===== src/rtl/piso_tx_if.sv =====
// Parallel word in (valid/ready) and bit-serial stream out (valid/ready/last) for piso_tx.
interface piso_tx_if #(
  parameter int Width = 4
);
  logic [Width-1:0] data_i;
  logic             valid_i;
  logic             ready_o;
  logic             ser_o;
  logic             ser_valid_o;
  logic             ser_last_o;
  logic             ser_ready_i;

  modport slave (
    input  data_i, valid_i, ser_ready_i,
    output ready_o, ser_o, ser_valid_o, ser_last_o
  );

  modport master (
    output data_i, valid_i, ser_ready_i,
    input  ready_o, ser_o, ser_valid_o, ser_last_o
  );
endinterface


===== src/rtl/piso_tx.sv =====
// Parallel-in/serial-out transmitter: first bit 1 cycle after accept, then one bit per beat.
// ser_ready_i low stalls indefinitely; the next word is taken on the last-bit beat (no bubble).
module piso_tx #(
  parameter int Width    = 4,
  parameter bit MsbFirst = 1'b0
) (
  input  logic       clk_i,
  input  logic       rst_ni,
  piso_tx_if.slave   bus
);
  localparam int              CntW    = (Width > 1) ? $clog2(Width) : 1;
  localparam logic [CntW-1:0] CntLast = CntW'(Width - 1);
  localparam logic [0:0]      StIdle  = 1'b0;
  localparam logic [0:0]      StShift = 1'b1;

  logic [0:0]       state_q, state_d;
  logic [Width-1:0] shift_q, shift_d;
  logic [CntW-1:0]  cnt_q, cnt_d;
  logic             in_shift, last, beat, ready, accept;

  assign in_shift = (state_q == StShift);
  assign last     = in_shift && (cnt_q == CntLast);
  assign beat     = in_shift && bus.ser_ready_i;
  // Gated by rst_ni so the upstream never sees ready while reset is held.
  assign ready    = rst_ni && (!in_shift || (last && bus.ser_ready_i));
  assign accept   = bus.valid_i && ready;

  assign bus.ready_o     = ready;
  assign bus.ser_valid_o = in_shift;
  assign bus.ser_last_o  = last;
  assign bus.ser_o       = MsbFirst ? shift_q[Width-1] : shift_q[0];

  always_comb begin
    state_d = state_q;
    shift_d = shift_q;
    cnt_d   = cnt_q;
    if (accept) begin
      state_d = StShift;
      shift_d = bus.data_i;
      cnt_d   = '0;
    end else if (beat) begin
      if (last) begin
        state_d = StIdle;
        shift_d = '0;
        cnt_d   = '0;
      end else begin
        shift_d = MsbFirst ? (shift_q << 1) : (shift_q >> 1);
        cnt_d   = cnt_q + 1'b1;
      end
    end
  end

  always_ff @(posedge clk_i or negedge rst_ni) begin
    if (!rst_ni) begin
      state_q <= StIdle;
      shift_q <= '0;
      cnt_q   <= '0;
    end else begin
      state_q <= state_d;
      shift_q <= shift_d;
      cnt_q   <= cnt_d;
    end
  end
endmodule


===== src/flat_wrapper.sv =====
// flat-port wrapper written by rule: the top's interface ports become plain ports
module piso_tx_flat 
#(
  parameter int Width    = 4,
  parameter bit MsbFirst = 1'b0
)
  (clk_i, rst_ni, bus_data_i, bus_valid_i, bus_ser_ready_i, bus_ready_o, bus_ser_o, bus_ser_valid_o, bus_ser_last_o);
  piso_tx_if #(.Width(Width)) bus_i ();
  input  logic clk_i;
  input  logic rst_ni;
  input wire logic [$bits(bus_i.data_i)-1:0] bus_data_i;
  input wire logic [$bits(bus_i.valid_i)-1:0] bus_valid_i;
  input wire logic [$bits(bus_i.ser_ready_i)-1:0] bus_ser_ready_i;
  output wire logic [$bits(bus_i.ready_o)-1:0] bus_ready_o;
  output wire logic [$bits(bus_i.ser_o)-1:0] bus_ser_o;
  output wire logic [$bits(bus_i.ser_valid_o)-1:0] bus_ser_valid_o;
  output wire logic [$bits(bus_i.ser_last_o)-1:0] bus_ser_last_o;
  assign bus_i.data_i = bus_data_i;
  assign bus_i.valid_i = bus_valid_i;
  assign bus_i.ser_ready_i = bus_ser_ready_i;
  assign bus_ready_o = bus_i.ready_o;
  assign bus_ser_o = bus_i.ser_o;
  assign bus_ser_valid_o = bus_i.ser_valid_o;
  assign bus_ser_last_o = bus_i.ser_last_o;
  piso_tx #(.Width(Width), .MsbFirst(MsbFirst)) u_core (.clk_i(clk_i), .rst_ni(rst_ni), .bus(bus_i));
endmodule

===== config.mk =====
export PLATFORM = sky130hd
export DESIGN_NAME = piso_tx_flat
export DESIGN_NICKNAME = d
export VERILOG_FILES = /design/src/rtl/piso_tx_if.sv /design/src/rtl/piso_tx.sv /design/src/flat_wrapper.sv
export SDC_FILE = /design/constraint.sdc
export NUM_CORES = 1
export LEC_CHECK = 0
export BUFFER_PORTS_ARGS = -buffer_cell sky130_fd_sc_hd__buf_2
export CAP_MARGIN = 30
export CORE_AREA = 5 5 42 44
export DETAILED_ROUTE_END_ITERATION = 10
export DIE_AREA = 0 0 47 49
export SETUP_SLACK_MARGIN = 0.05
export SLEW_MARGIN = 30
export SYNTH_ARGS = -nofsm -noshare
export SYNTH_HDL_FRONTEND = slang
export SYNTH_SLANG_ARGS = --single-unit

===== constraint.sdc =====
create_clock -name clk_i -period 1.65 [get_ports clk_i]
set_clock_uncertainty 0.05 [all_clocks]
set_input_delay 0.0825 -clock clk_i [delete_from_list [all_inputs] [get_ports clk_i]]
set_output_delay 0.0825 -clock clk_i [all_outputs]
set_load 0.01 [all_outputs]

==> impl_metrics.toml <==
[run_status]
outcome = "completed"

[min_path]
hold_path.class = "input port to register"

[critical_path]
slowest_delay_ns = 0.39
crit_path_end_kind = "register"
critPathMaxFanout = 6
path_class = "register to register"
cp_cell_sequence = "ha_1, a21boi_4, nor2_2, a221o_1"
critPathSlowestCell = "dfrtp_1"
cp.required_ns = 1.73
startpoint_type = "register"
cp_data_arrival_time_ns = 1.58

[yosys]
synthFlopType = "dfrtp_1"
synth.ff_latch_count = 7
netlist_instances = 35
ys_top_cells_by_count = "dfrtp_1, mux2i_1, nand2_1"
ys_seq_area_share_pct = 47.5
avgSynthCellArea_um2 = 10.5
syn_area_um2 = 369
synth_top_area_cell = "dfrtp_1"
synth.net_count = 44
synth_edf_count = 0
synth_most_common_cell = "dfrtp_1"
synth_top_cell_area_share_pct = 47.5
netlist_top_cells_area = "dfrtp_1, mux2i_1, and4b_1"
synth_warnings = 0
synthDistinctLibCells = 16
async_flop_share_pct = 100

[cells_and_area]
nFillCells = 156
drive_gt1_share_pct = 31.4
nets = 61
fin_area_um2 = 480
syn_to_final_growth_pct = 30.2
diodes = 0

[placement]
placed_area_um2 = 444
hpwl_um = 541
place_ws_ns = 0.143
port_buffers = 11
gp_congestion = 0.732

[drt]
route.detailed.drc = 0
via_per_inst = 4.40
firstDrtPassIters = 2
vias = 295
wl_um = 729
ant_nets = 0
wl_per_cell_um = 10.9
first_iter_violations = 5

[floorplanning]
start_util_pct = 26.3
die_h_um = 49
core_um2 = 1400
io_pins = 12
dieWidth_um = 47
rows = 14
die_area_um2 = 2300

[flow_run]
drv_cap = 0

[pwr]
power_density_nw_per_um2 = 1470
power.share.switching_pct = 34.0
combPwrFrac_pct = 38.6
p_int_mw = 0.466
p_leak_nw = 0.258
p_clk_share_pct = 21.3
seqPwrFrac_pct = 40.1
power_mw = 0.706
power_switching_mw = 0.240
max-vdd-ir-drop_v = 0.000476

[sta]
period_needed_ns = 1.50
fin_ws_ns = 0.152
setup_tns_ns = 0
tightest_slew_ns = 0.309
drv_slew = 0
slew_headroom_pct = 79.4
hold_violations = 0
finalSetupViolCount = 0
rsz0062_at_grt = "no"
max_freq_ghz = 0.668
hold_slack_ns = 0.0194
post-route-period-util_pct = 90.8

[global_route]
grt_use_total_pct = 7.73
grt_pass1_wl_um = 1270
grt_max_degree = 10
grt_pass1_vias = 284
antenna_found_initial = 0
overflow = 0

[cts]
cts_setup_buffers = 0
cts.sinks = 7
cts.reportedPaths.clkPinSlew_ns = 0.05
cts_resized = 0
cts.htree.levels = 1
cts-buffers-inserted = 3
cts_tree = "built"
root_buffer = "clkbuf_4"
clock_latency_ns = 0.25
clk_path_buf_depth = 2
[worst max-delay path: cells and delay by family, from the launching register on]
family,cells,cell delay (ns)
AO/OA/AOI/OAI,2,0.55
flip-flops,1,0.39
adder cells (fa/ha/maj),1,0.29
AND/OR/NAND/NOR,1,0.10
[power by group through the flow]
stage	clock [mW]	sequential [mW]	combinational, mW
after floorplan	0	0.283	0.194
after detailed placement	0	0.286	0.275
after CTS	0.160	0.283	0.279
final	0.150	0.283	0.272
after global routing	0.174	0.293	0.316
after global placement	0	0.284	0.278
[cells by family after synthesis]
kind of cell / count (synthesis) / share of synthesized area, %
buffers and inverters: 3 / 3.05
DFF: 7 / 47.5
muxes: 4 / 10.8
adders and majority gates: 1 / 3.39
and+or+nand+nor: 14 / 20.7
AOI/OAI and AO/OA: 6 / 14.6
[metrics by stage]
stage	instances	utilization [%]
final	67	34.3
after global routing	67	34.3
after CTS	67	34.3
after detailed placement	62	31.7
after global placement	62	31.7
after floorplan	35	-
[cell type report]
cell class	instances	area [µm²]	share of cell area, %
sequential	7	175	36.5
tap	16	20.0	4.17
inverter	3	11.3	2.34
clock buffer	4	26.3	5.47
multi-input combinational	25	183	38.0
timing repair buffer	12	65.1	13.5
[routing by layer]
| metal | share of wire (%) | wire, µm | GRT usage, % | up-vias |
|---|---|---|---|---|
| met1 | 46 | 338 | 10.8 | 128 |
| li1 | - | - | - | 155 |
| met2 | 44 | 320 | 9.28 | 10 |
| met3 | 8.5 | 62 | 2.95 | 2 |
| met5 | 0 | 0 | 0 | - |
| met4 | 1.1 | 8 | 5.53 | 0 |
[final timing paths]
path | start | endpoint | slack (ns) | cells after the start
setup / recovery | u_core.cnt_q[0] | u_core.shift_q[1] | 0.15 | 4
hold / removal | bus_data_i[3] | u_core.shift_q[3] | 0.02 | 3
setup reg to reg | u_core.cnt_q[0] | u_core.shift_q[1] | 0.15 | 4
hold reg to reg | u_core.shift_q[2] | u_core.shift_q[1] | 0.46 | 1
max in group asynchronous | rst_ni | u_core.shift_q[2] | 1.23 | 2
min in group asynchronous | rst_ni | u_core.shift_q[0] | 0.15 | 2
[sequential cells by signal, indices dropped and copies added (netlist names)]
register                flops
u_core.shift_q              4
u_core.cnt_q                2
u_core.bus.ser_valid_o      1
[layout by cell type, fill, tap and decap left out]
| master | Yosys | layout |
|---|---|---|
| buf_2 | 0 | 11 |
| inv_1 | 3 | 3 |
| dfrtp_1 | 7 | 7 |
| and4b_1 | 2 | 2 |
| o211a_1 | 1 | 1 |
| a221o_1 | 1 | 1 |
| clkbuf_1 | 0 | 1 |
| a21oi_1 | 3 | 3 |
| nor2b_1 | 1 | 1 |
| dlygate4sd3_1 | 0 | 1 |
| nand2_1 | 4 | 4 |
| nand2b_1 | 1 | 1 |
| nand3_1 | 1 | 1 |
| and2_1 | 1 | 1 |
| a21boi_4 | 1 | 1 |
| ha_1 | 1 | 1 |
| nor2_2 | 1 | 1 |
| mux2i_1 | 4 | 4 |
| clkbuf_4 | 0 | 3 |
| nor2_1 | 3 | 3 |
[timing repair]
action                                 4_1_cts  5_1_grt
hold buffers                                 1        0
endpoints found under the hold margin        7        0
setup endpoints to repair                    0        0
Note: power is estimated with default switching activity, not from simulation.
